--- config.mk ---
export PLATFORM = sky130hd
export DESIGN_NAME = selfcomp_leak_monitor
export DESIGN_NICKNAME = d
export VERILOG_FILES = /design/src/rtl/selfcomp_pkg.sv /design/src/rtl/selfcomp_first_finder.sv /design/src/rtl/selfcomp_leak_monitor.sv
export SDC_FILE = /design/constraint.sdc
export NUM_CORES = 1
export LEC_CHECK = 0
export ABC_CLOCK_PERIOD_IN_PS = 2800
export BUFFER_PORTS_ARGS = -buffer_cell sky130_fd_sc_hd__buf_2
export CAP_MARGIN = 20
export CORE_AREA = 3 3 108 110
export CTS_CLUSTER_DIAMETER = 200
export CTS_CLUSTER_SIZE = 25
export DETAILED_ROUTE_END_ITERATION = 10
export DIE_AREA = 0 0 111 113
export MAX_ROUTING_LAYER = met4
export PLACE_DENSITY_LB_ADDON = 0.2
export SLEW_MARGIN = 20
export SYNTH_ARGS = -nofsm -noshare
export SYNTH_HDL_FRONTEND = slang
export SYNTH_SLANG_ARGS = --single-unit
export TNS_END_PERCENT = 10
--- constraint.sdc ---
create_clock -name clock -period 2.8 [get_ports clock]
set_input_delay 0.56 -clock clock [delete_from_list [all_inputs] [get_ports clock]]
set_output_delay 0.56 -clock clock [all_outputs]
set_load 0.05 [all_outputs]
--- src/rtl/selfcomp_pkg.sv ---
// Shared types and helpers for the self-composition timing-leak monitor.
package selfcomp_pkg;

    localparam int unsigned MAX_COPIES = 8;
    localparam int unsigned IDX_W      = 3;

    typedef enum logic [1:0] {
        IDLE,
        WAIT,
        SKEW,
        CLOSE
    } state_e;

    // Increment that sticks at max_value instead of wrapping.
    function automatic int unsigned sat_inc(input int unsigned value, input int unsigned max_value);
        return (value >= max_value) ? max_value : value + 32'd1;
    endfunction

endpackage

--- src/rtl/selfcomp_first_finder.sv ---
// Lowest-index priority encoder over the copies completing this cycle.
module selfcomp_first_finder
    import selfcomp_pkg::*;
#(
    parameter int unsigned NUM_COPIES = 2
) (
    input  logic [NUM_COPIES-1:0] req,
    output logic [IDX_W-1:0]      idx_c,
    output logic                  any_c
);

    // Scan downward so the lowest set index is the last one written.
    always_comb begin
        idx_c = '0;
        any_c = 1'b0;
        for (int i = NUM_COPIES - 1; i >= 0; i--) begin
            if (req[i]) begin
                idx_c = IDX_W'(i);
                any_c = 1'b1;
            end
        end
    end

endmodule

--- src/rtl/selfcomp_leak_monitor.sv ---
// Completion-skew and timeout monitor across N identically driven SE copies.
// Define RESULT_CHECK_EN to also compare the copies' results against the first finisher.
module selfcomp_leak_monitor
    import selfcomp_pkg::*;
#(
    parameter int unsigned NUM_COPIES = 2,
    parameter int unsigned DATA_W     = 128,
    parameter int unsigned CNT_W      = 8,
    parameter int unsigned TIMEOUT    = 200
) (
    input  logic                         clock,
    input  logic                         reset,
    input  logic                         issue,
    input  logic [NUM_COPIES-1:0]        copy_valid,
    input  logic [NUM_COPIES*DATA_W-1:0] copy_result,
    output logic                         busy,
    output logic                         done,
    output logic                         timing_leak,
    output logic                         timeout,
    output logic                         all_valid,
    output logic [IDX_W-1:0]             first_copy,
    output logic [CNT_W-1:0]             latency,
    output logic [CNT_W-1:0]             skew,
    output logic                         result_mismatch
);

    localparam int unsigned CNT_MAX = (32'd1 << CNT_W) - 32'd1;

    state_e                state, state_d;
    logic [NUM_COPIES-1:0] seen, seen_d, seen_nx, pending_c;
    logic [CNT_W-1:0]      lat_cnt, lat_cnt_d, skew_cnt, skew_cnt_d;
    logic [CNT_W-1:0]      lat_inc, skew_inc, latency_d, skew_d;
    logic [IDX_W-1:0]      first_copy_d, pend_idx;
    logic                  busy_d, done_d, timing_leak_d, timeout_d, all_valid_d;
    logic                  pend_any, all_seen, expired, close_now, in_txn;

    // Valids only count while a transaction is open and the copy has not finished yet.
    assign in_txn    = (state == WAIT) || (state == SKEW);
    assign pending_c = in_txn ? (copy_valid & ~seen) : '0;

    selfcomp_first_finder #(
        .NUM_COPIES (NUM_COPIES)
    ) u_first_finder (
        .req   (pending_c),
        .idx_c (pend_idx),
        .any_c (pend_any)
    );

    always_comb begin
        state_d       = state;
        seen_d        = seen;
        lat_cnt_d     = lat_cnt;
        skew_cnt_d    = skew_cnt;
        latency_d     = latency;
        skew_d        = skew;
        first_copy_d  = first_copy;
        busy_d        = busy;
        done_d        = 1'b0;
        timing_leak_d = timing_leak;
        timeout_d     = timeout;
        all_valid_d   = all_valid;
        close_now     = 1'b0;
        seen_nx       = seen | pending_c;
        all_seen      = &seen_nx;
        lat_inc       = CNT_W'(sat_inc(32'(lat_cnt), CNT_MAX));
        skew_inc      = CNT_W'(sat_inc(32'(skew_cnt), CNT_MAX));
        expired       = lat_inc >= CNT_W'(TIMEOUT);

        case (state)
            IDLE: begin
                if (issue) begin
                    state_d     = WAIT;
                    seen_d      = '0;
                    lat_cnt_d   = '0;
                    skew_cnt_d  = '0;
                    busy_d      = 1'b1;
                    all_valid_d = 1'b0;
                end
            end
            WAIT: begin
                lat_cnt_d = lat_inc;
                seen_d    = seen_nx;
                if (pend_any) begin
                    latency_d    = lat_inc;
                    first_copy_d = pend_idx;
                    skew_cnt_d   = '0;
                    state_d      = SKEW;
                    if (all_seen || expired) begin
                        close_now = 1'b1;
                        skew_d    = '0;
                    end
                end else if (expired) begin
                    close_now    = 1'b1;
                    latency_d    = '0;
                    first_copy_d = '0;
                    skew_d       = '0;
                end
            end
            SKEW: begin
                lat_cnt_d  = lat_inc;
                skew_cnt_d = skew_inc;
                seen_d     = seen_nx;
                if (all_seen || expired) begin
                    close_now = 1'b1;
                    skew_d    = skew_inc;
                end
            end
            CLOSE: begin
                state_d     = IDLE;
                all_valid_d = 1'b0;
            end
            default: state_d = IDLE;
        endcase

        // Full completion wins over a timeout landing on the same cycle.
        if (close_now) begin
            state_d       = CLOSE;
            busy_d        = 1'b0;
            done_d        = 1'b1;
            all_valid_d   = all_seen;
            timeout_d     = timeout | ~all_seen;
            timing_leak_d = timing_leak | (skew_d != '0) | (~all_seen & (|seen_nx));
        end
    end

    always_ff @(posedge clock or negedge reset) begin
        if (!reset) begin
            state       <= IDLE;
            seen        <= '0;
            lat_cnt     <= '0;
            skew_cnt    <= '0;
            latency     <= '0;
            skew        <= '0;
            first_copy  <= '0;
            busy        <= 1'b0;
            done        <= 1'b0;
            timing_leak <= 1'b0;
            timeout     <= 1'b0;
            all_valid   <= 1'b0;
        end else begin
            state       <= state_d;
            seen        <= seen_d;
            lat_cnt     <= lat_cnt_d;
            skew_cnt    <= skew_cnt_d;
            latency     <= latency_d;
            skew        <= skew_d;
            first_copy  <= first_copy_d;
            busy        <= busy_d;
            done        <= done_d;
            timing_leak <= timing_leak_d;
            timeout     <= timeout_d;
            all_valid   <= all_valid_d;
        end
    end

`ifdef RESULT_CHECK_EN
    logic [DATA_W-1:0] ref_reg, ref_d, first_result_c, cmp_ref_c;
    logic              mismatch_q, mismatch_d;

    // Same-cycle finishers compare against the value being captured, later ones against ref_reg.
    always_comb begin
        first_result_c = '0;
        for (int i = 0; i < NUM_COPIES; i++) begin
            if (pend_idx == IDX_W'(i)) begin
                first_result_c = copy_result[i*DATA_W +: DATA_W];
            end
        end
        cmp_ref_c  = (state == WAIT) ? first_result_c : ref_reg;
        ref_d      = ((state == WAIT) && pend_any) ? first_result_c : ref_reg;
        mismatch_d = mismatch_q;
        for (int i = 0; i < NUM_COPIES; i++) begin
            if (pending_c[i] && (copy_result[i*DATA_W +: DATA_W] != cmp_ref_c)) begin
                mismatch_d = 1'b1;
            end
        end
    end

    always_ff @(posedge clock or negedge reset) begin
        if (!reset) begin
            ref_reg    <= '0;
            mismatch_q <= 1'b0;
        end else begin
            ref_reg    <= ref_d;
            mismatch_q <= mismatch_d;
        end
    end

    assign result_mismatch = mismatch_q;
`else
    logic unused_result;
    assign unused_result   = ^copy_result;
    assign result_mismatch = 1'b0;
`endif

endmodule
==> results of run 1 <==
==> flip-flops by register name (all words and copies together), names as in the netlist, 2 cells and up <==
register and count:
seen 2, lat_cnt 8, state 2, latency 8
skew 8, skew_cnt 8
==> per-stage QoR <==
step | power (W) | worst slack [ps] | cells
after CTS | 0.00245 | 426 | 416
final | 0.00240 | 412 | 416
after global routing | 0.00259 | 184 | 416
after detailed placement | 0.00194 | 444 | 408
after global placement | 0.00194 | 433 | 408
after floorplan | 0.00160 | 424 | 254
==> power by group through the flow <==
stage	Sequential, W	Combinational, W	Clock [W]
3_5_place_dp	0.000808	0.00113	0
3_3_place_gp	0.000808	0.00113	0
2_1_floorplan	0.000959	0.000645	0
5_1_grt	0.000819	0.00124	0.000532
6_report	0.000795	0.00111	0.000492
4_1_cts	0.000796	0.00114	0.000511
==> worst paths after layout <==
kind	end	cells past startpoint	start
worst min-delay path	skew_cnt[0]$_DFFE_PN0P_	2	reset
worst min register to register	timeout$_DFFE_PN0P_	1	timeout$_DFFE_PN0P_
min in group clock	timeout$_DFFE_PN0P_	1	timeout$_DFFE_PN0P_
max in group asynchronous	latency[0]$_DFFE_PN0P_	2	reset
worst max-delay path	all_valid$_DFFE_PN0P_	7	lat_cnt[0]$_DFFE_PN0P_
worst max register to register	all_valid$_DFFE_PN0P_	7	lat_cnt[0]$_DFFE_PN0P_
==> placed cells by master, fill, tap and decap left out, drive strengths merged, types with 2 or more instances in the layout <==
master and count:
nor3b 2, nand2b 3, nor2b 4, a21o 5, and2 6, nand4 3, nor2 19, a31oi 2
nand2 29, dfrtp 42, nor4 2, o2bb2ai 12, buf 31, o21bai 2, xnor2 3, o21a 5
o311ai 2, a22o 4, and3 3, o211ai 3, a32oi 3, ha 7, mux2 4, clkbuf 6
nand3 9, inv 6, nor3 3, o21ai 26, a21oi 14, conb 3
==> metal layers <==
metal	vias up	track usage [%]
met3	5	2.78
li1	947	-
met4	0	2.71
met1	935	14.8
met5	-	-
met2	36	16.0
==> final cells by class <==
class / count / area (um^2) / share of cell area, %
Multi-Input combinational cell: 189 / 1200 / 44.0
Sequential cell: 42 / 1050 / 38.6
Tap cell: 140 / 175 / 6.43
Timing Repair Buffer: 31 / 168 / 6.15
Clock buffer: 6 / 72.6 / 2.66
Clock inverter: 2 / 37.5 / 1.38
Inverter: 6 / 22.5 / 0.826
==> worst max-delay path, cell delays in order, from the launching register on <==
cell,delay [ps]
dfrtp_1,430
ha_1,310
or4b_1,490
o311ai_1,100
o21ai_1,160
and2_4,200
a32oi_4,270
mux2_4,320
==> cells by family (layout without fill, tap and decap cells) <==
kind of cell / Yosys count / in the layout
AOI/OAI and AO/OA: 83 / 83
xor gates and xnor gates: 4 / 4
adders and majority gates: 7 / 7
buffers and inverters: 23 / 45
DFF: 42 / 42
muxes: 5 / 5
other: 1 / 3
and+or+nand+nor: 87 / 87
==> run_results.csv, run 1 <==
group,metric,value,unit
clocking,cts_sinks,42,
routing,ant_nets,0,
floorplan,pin_count,286,
sta,max_freq,419,MHz
routing,firstDrtPassIters,4,
setup_path,arrival,2570,ps
setup_path,required,2980,ps
clocking,postCtsSetupRepairBufs,0,
clocking,h-tree-depth,2,
yosys,synth_compound_area_share,24.8,%
final_layout,diodes,0,
yosys,yosys.area_share.simple,17.9,%
clocking,cts_resized,0,
final_layout,final_core_util,25.2,%
final_layout,stdcell_area,2730,um^2
sta,maxSlewHeadroom,62.7,%
clocking,clockRootBuffer,"clkbuf_8",
floorplan,start_util,21.9,%
setup_path,r2r_setup_slack,410,ps
setup_path,path_max_fanout,7,
clocking,cts.hold.buffers_added,0,
yosys,synthMuxAreaShare,2.49,%
floorplan,die_area,12500,um^2
worst_hold_path,hold_path_class,"input pin to async pin",
run,maxCapViolCount,0,
yosys,synth_most_common_cell,"dfrtp_1",
yosys,ys_seq_area_share,44.6,%
placement,place_area,2620,um^2
yosys,syn_inst,252,
routing,vias,1923,
yosys,yosys_warnings,0,
yosys,async_flop_share,100,%
placement,io_buffers,26,
placement,dp_hpwl,4.51,mm
sta,whs,335,ps
power,comb_power_share,46.4,%
clocking,cts_buffers,5,
global_route,grt_pass1_vias,1952,
routing,drt_wl_total,6.24,mm
setup_path,cp-end-kind,"register",
sta,fin_tns_setup,0,ps
routing,wl_met2,2.72,mm
yosys,post_synth_instance_area,2360,um^2
floorplan,die_x,111,um
global_route,grt-ovfl-total,0,
routing,viasPerCell,4.62,
power,pwr-share-seq,33.1,%
floorplan,core_area,10800,um^2
routing,top_layer,"met4",
global_route,grt_pass1_wl,10.6,mm
yosys,synth_ff_type,"dfrtp_1",
clocking,clockBufferDepth,2,
setup_path,crit_type,"register to register",
power,p_switching,0.00109,W
final_layout,fill_cells,1169,
yosys,synth_top_area_cell,"dfrtp_1",
power,power_density,880,nW/um^2
routing,drc,0,
sta,rsz0062_at_grt,"no",
global_route,grtUsageTotal,10.8,%
yosys,synth-adder-area-share,3.71,%
yosys,synth-edff-count,0,
final_layout,nets,543,
power,clock_power_share,20.5,%
floorplan,fp.dieH,113,um
clocking,insertion_delay,300,ps
yosys,synth_top_area_share,44.6,%
routing,wl_met3,247,um
yosys,synth_top_family_by_area,"compound AO/OA/AOI/OAI gates",
global_route,grt_max_degree,43,
yosys,synthTopCellsByCount,"dfrtp_1, nand2_1, o21ai_0",
sta,worst_slew_pin_slew,559,ps
sta,hold_viol,0,
sta,fin_crit,2390,ps
power,p_int,0.00131,W
yosys,synth_area_per_cell,9.36,um^2
yosys,synth-xor-area-share,1.49,%
placement,routabilityCongestion,0.770,
clocking,cts.clk_slew.worst_paths,90,ps
floorplan,row_count,38,
yosys,ys_top_cells_by_area,"dfrtp_1, o21ai_0, nand2_1, o2bb2ai_1, ha_1",
sta,slew_violations,0,
run_status,status,"complete, no violations",
global_route,antenna_found_initial,0,
routing,dr.first_iter.drc_count,57,
power,switching_share,45.3,%
final_layout,drive_gt1_share,17.8,%
power,leakagePower,1.19,nW
sta,fin_skew,11.4,ps
yosys,ys_seq_elements,42,
final_layout,syn2layout_area_growth,15.5,%
setup_path,critPathLaunchType,"register",
routing,wl_met1,3.22,mm
yosys,ys_types,52,
sta,min_period_over_period,85.3,%
sta,setup-violations-final,0,
clocking,cts_tree,"done",
power,ir_drop,0.455,mV
routing,wl_per_cell,15.0,um
No activity file was read; power rests on OpenSTA's default activity.
==> inputs of run 2 (changes only) <==
--- a/config.mk
+++ b/config.mk
@@ -8,11 +8,11 @@
 export ABC_CLOCK_PERIOD_IN_PS = 2800
 export BUFFER_PORTS_ARGS = -buffer_cell sky130_fd_sc_hd__buf_2
 export CAP_MARGIN = 20
-export CORE_AREA = 3 3 108 110
+export CORE_AREA = 2 2 111 113
 export CTS_CLUSTER_DIAMETER = 200
 export CTS_CLUSTER_SIZE = 25
 export DETAILED_ROUTE_END_ITERATION = 10
-export DIE_AREA = 0 0 111 113
+export DIE_AREA = 0 0 113 115
 export MAX_ROUTING_LAYER = met4
 export PLACE_DENSITY_LB_ADDON = 0.2
 export SLEW_MARGIN = 20
==> run 2 against run 1 <==
  * Combinational power hardly changed
  * Power rose by 2.7%
  * Sequential share of layout area decreased by 0.44 points
  * Critical path type unchanged
  * Largest cell class unchanged
==> run_results.csv, run 2 (synthesis gave the netlist of run 1 again) <==
group,metric,value,unit
final_layout,drive_gt1_share,17.1,%
routing,dr.first_iter.drc_count,80,
clocking,clockRootBuffer,"clkbuf_16",
routing,firstDrtPassIters,6,
final_layout,multiInputGateArea,1200,um^2
setup_path,required,2970,ps
final_layout,diodes,0,
setup_path,reg2regPathDepth,7,
final_layout,fill_cells,1300,
setup_path,r2r_start,"state[0]$_DFFE_PN0P_",
setup_path,arrival,2570,ps
floorplan,core_area,11800,um^2
floorplan,fp.dieH,115,um
clocking,cts.hold.buffers_added,0,
placement,routabilityCongestion,0.801,
power,ir_drop,0.443,mV
routing,viasPerCell,4.47,
setup_path,cp-end-kind,"register",
floorplan,die_x,113,um
routing,drc,0,
sta,fin_crit,2400,ps
power,power_density,894,nW/um^2
sta,min_period_over_period,85.8,%
clocking,cts_buffers,5,
sta,fin_skew,6.39,ps
clocking,cts_sinks,42,
clocking,clockBufferDepth,2,
final_layout,stdcell_count,422,
setup_path,cp-startpoint,"state[0]$_DFFE_PN0P_",
final_layout,final_common_cell,"dfrtp_1",
routing,vias,1887,
sta,max_freq,416,MHz
clocking,insertion_delay,280,ps
placement,place_inst,415,
final_layout,layout_common_cells,"dfrtp_1, nand2_1, buf_2",
final_layout,stdcell_area,2760,um^2
worst_hold_path,hold_path_class,"input pin to async pin",
clocking,h-tree-depth,2,
setup_path,slowest_stage,"ha_1",
setup_path,path_max_fanout,12,
sta,fin_tns_setup,0,ps
setup_path,critPathLaunchType,"register",
placement,dp_hpwl,4.63,mm
floorplan,die_area,13000,um^2
sta,rsz0062_at_grt,"no",
global_route,grtUsageTotal,10.3,%
placement,io_buffers,26,
sta,slew_violations,0,
routing,wl_per_cell,14.8,um
power,leakagePower,1.20,nW
final_layout,seq_area,1050,um^2
setup_path,r2r-end,"all_valid$_DFFE_PN0P_",
global_route,grt_max_degree,25,
setup_path,max_stage_delay,470,ps
clocking,postCtsSetupRepairBufs,0,
placement,place_area,2620,um^2
clocking,cts.clk_slew.worst_paths,60,ps
sta,hold_viol,0,
global_route,grt_pass1_vias,1852,
global_route,grt_pass1_wl,10.3,mm
setup_path,r2r_setup_slack,400,ps
run_status,status,"complete, no violations",
routing,ant_nets,0,
floorplan,pin_count,286,
final_layout,syn2layout_area_growth,16.9,%
clocking,cts_tree,"done",
setup_path,cpMostUsedCell,"ha_1",
setup_path,crit_end,"all_valid$_DFFE_PN0P_",
final_layout,nets,543,
routing,drt_wl_total,6.25,mm
global_route,antenna_found_initial,0,
clocking,cts_resized,0,
setup_path,crit_chain,"inv_1, ha_1, a21o_1, ha_1, a21o_2, a32oi_4, mux2_4",
run,maxCapViolCount,0,
setup_path,crit_type,"register to register",
floorplan,row_count,40,
floorplan,start_util,20.0,%
global_route,grt-ovfl-total,0,
sta,setup-violations-final,0,
==> run 2: how the worst min path moves through the flow <==
stage	from	to	slack (ps)	cells after the start
3_3_place_gp	timeout$_DFFE_PN0P_	timeout$_DFFE_PN0P_	460	1
5_1_grt	reset	skew_cnt[1]$_DFFE_PN0P_	250	1
6_report	reset	skew_cnt[1]$_DFFE_PN0P_	220	1
3_5_place_dp	timeout$_DFFE_PN0P_	timeout$_DFFE_PN0P_	460	1
2_1_floorplan	reset	all_valid$_DFFE_PN0P_	260	0
4_1_cts	reset	skew_cnt[1]$_DFFE_PN0P_	240	1
==> run 2: report_power, final <==
part	switching (W)	internal (W)
registers	0.0000946	0.000707
logic	0.000770	0.000338
clock network	0.000228	0.000327
==> run 2: cell type report <==
cell class | instances | area share [%]
clock buffers | 7 | 4.81
flip-flops and latches | 42 | 38.1
well taps | 147 | 6.67
repair buffers | 31 | 6.08
inverters | 6 | 0.817
multi-input cells | 189 | 43.5
==> run 2: metal layers <==
layer | routed length, um | track usage [%] | vias up
met5 | 0 | - | -
met4 | 51 | 2.68 | 0
li1 | - | - | 948
met1 | 3160 | 14.7 | 887
met2 | 2750 | 14.9 | 47
met3 | 284 | 2.16 | 5
==> run 2: critical path, delay by kind of cell, from the launching register on <==
| family | cells | cell delay, ps |
|---|---|---|
| AOI/OAI and AO/OA | 3 | 710 |
| muxes | 1 | 320 |
| DFF | 1 | 410 |
| adders and majority gates | 2 | 750 |
| buffers and inverters | 1 | 90 |
==> run 2: per-stage QoR <==
stage / total power [W] / utilization, % / worst slack [ps] / hold slack, ps
after floorplan: 0.00160 / - / 424 / 264
after global placement: 0.00194 / 22.2 / 418 / 458
after detailed placement: 0.00193 / 22.2 / 422 / 463
after CTS: 0.00251 / 23.3 / 417 / 235
after global routing: 0.00265 / 23.3 / 318 / 246
final: 0.00246 / 23.3 / 399 / 221
==> inputs of run 3 (changes only) <==
--- a/config.mk
+++ b/config.mk
@@ -5,7 +5,7 @@
 export SDC_FILE = /design/constraint.sdc
 export NUM_CORES = 1
 export LEC_CHECK = 0
-export ABC_CLOCK_PERIOD_IN_PS = 2800
+export ABC_CLOCK_PERIOD_IN_PS = 2600
 export BUFFER_PORTS_ARGS = -buffer_cell sky130_fd_sc_hd__buf_2
 export CAP_MARGIN = 20
 export CORE_AREA = 2 2 111 113
==> constraint.sdc (replaced) <==
create_clock -name clock -period 2.6 [get_ports clock]
set_input_delay 0.52 -clock clock [delete_from_list [all_inputs] [get_ports clock]]
set_output_delay 0.52 -clock clock [all_outputs]
set_load 0.05 [all_outputs]
==> run 3 against run 2 <==
  * Worst setup slack worse by 110 ps
  * Clock skew down 1.9 ps
  * Global-route usage up 0.12 points
  * Combinational power up 9%
  * Count of clock-buffer cells in the layout down 2
  * Register-to-register slack worse by 110 ps
  * Sequential power up 7.9%
  * Non-clock buffer count up 3
  * Die area unchanged
  * Core utilization up 0.21 points
  * Hold slack worse by 3.8 ps
  * First-iteration DRC count up 13%
  * Largest cell class unchanged
==> run_results.csv, run 3 (synthesis gave the netlist of run 1 again) <==
group,metric,value,unit
setup_path,path_max_fanout,7,
global_route,grt_pass1_wl,10.3,mm
global_route,grtUsageTotal,10.5,%
routing,vias,1921,
setup_path,path_buf_inv,1,
floorplan,pin_count,286,
sta,rsz0062_at_grt,"no",
clocking,clockRootBuffer,"clkbuf_16",
clocking,cts.hold.buffers_added,0,
setup_path,reg2regPathDepth,7,
clocking,cts.clk_slew.worst_paths,60,ps
placement,io_buffers,26,
routing,ant_nets,0,
setup_path,arrival,2480,ps
setup_path,max_stage_delay,420,ps
routing,wl_per_cell,14.7,um
floorplan,die_x,113,um
setup_path,cp-end-kind,"register",
floorplan,row_count,40,
global_route,grt_pass1_vias,1895,
final_layout,layout_common_cells,"dfrtp_1, nand2_1, buf_2",
setup_path,required,2770,ps
sta,max_freq,433,MHz
setup_path,critPathLaunchType,"register",
floorplan,core_area,11800,um^2
floorplan,die_area,13000,um^2
sta,fin_skew,4.53,ps
sta,maxSlewHeadroom,64.2,%
clocking,insertion_delay,280,ps
placement,routabilityCongestion,0.802,
clocking,cts_resized,0,
global_route,grt-ovfl-total,0,
sta,worst_slew_pin_slew,537,ps
clocking,clockBufferDepth,2,
routing,dr.first_iter.drc_count,90,
routing,firstDrtPassIters,7,
run,maxCapViolCount,0,
sta,min_period_over_period,88.8,%
power,power,0.00267,W
global_route,antenna_found_initial,0,
sta,whs,218,ps
final_layout,syn2layout_area_growth,17.9,%
setup_path,cpMostUsedCell,"ha_1",
clocking,cts_sinks,42,
placement,dp_hpwl,4.74,mm
placement,place_inst,418,
final_layout,final_core_util,23.5,%
run_status,status,"complete, no violations",
routing,drt_wl_total,6.23,mm
floorplan,start_util,20.0,%
power,power_density,962,nW/um^2
final_layout,final_common_cell,"dfrtp_1",
worst_hold_path,hold_path_class,"input pin to async pin",
setup_path,crit_family,"adder cells",
clocking,cts_tree,"done",
setup_path,cp.depth,7,
power,leakagePower,1.22,nW
routing,drc,0,
final_layout,stdcell_count,425,
final_layout,diodes,0,
setup_path,slowest_stage,"dfrtp_1",
global_route,grt_max_degree,24,
floorplan,fp.dieH,115,um
sta,fin_tns_setup,0,ps
final_layout,drive_gt1_share,18.7,%
clocking,postCtsSetupRepairBufs,0,
sta,fin_crit,2310,ps
setup_path,crit_chain,"inv_1, ha_1, a21o_1, ha_1, a21o_2, a32oi_4, mux2_4",
routing,viasPerCell,4.52,
final_layout,nets,546,
clocking,h-tree-depth,2,
clocking,cts_buffers,5,
sta,setup-violations-final,0,
setup_path,crit_type,"register to register",
sta,slew_violations,0,
power,ir_drop,0.448,mV
sta,hold_viol,0,
-- run 3: per-layer routing --
metal | vias to the layer above | part of all wire [%] | global-route usage [%]
met5 | - | 0 | -
met4 | 0 | 0.96 | 2.68
met3 | 5 | 3.0 | 2.32
met2 | 36 | 44 | 15.2
met1 | 920 | 52 | 14.7
li1 | 960 | - | -
-- run 3: area by class of cell --
cell class	instances	area, um^2
Fill cell	1318	9030
Multi-Input combinational cell	189	1200
Sequential cell	42	1050
Timing Repair Buffer	34	190
Tap cell	147	184
Clock buffer	5	125
Inverter	6	22.5
Clock inverter	2	10.0
-- run 3: path summary, 6_finish.rpt --
check	slack [ps]	from	endpoint
worst max-delay path	290	state[0]$_DFFE_PN0P_	all_valid$_DFFE_PN0P_
worst min-delay path	220	reset	skew_cnt[3]$_DFFE_PN0P_
worst max register to register	290	state[0]$_DFFE_PN0P_	all_valid$_DFFE_PN0P_
worst min register to register	470	timeout$_DFFE_PN0P_	timeout$_DFFE_PN0P_
max in group asynchronous	1790	reset	timing_leak$_DFFE_PN0P_
min in group clock	470	timeout$_DFFE_PN0P_	timeout$_DFFE_PN0P_
-- run 3: through the flow --
| step | cell area [um^2] | setup WS, ps |
|---|---|---|
| after floorplan | 2370 | 224 |
| after global placement | 2650 | 302 |
| after detailed placement | 2650 | 271 |
| after CTS | 2780 | 276 |
| after global routing | 2780 | 142 |
| final | 2780 | 291 |
-- run 3: where the power goes --
group          internal [W]  leakage (nW)  switching, W
sequential         0.000762         0.563      0.000104
combinational      0.000382         0.591      0.000832
clock              0.000347        0.0694      0.000249
total               0.00149          1.22       0.00118
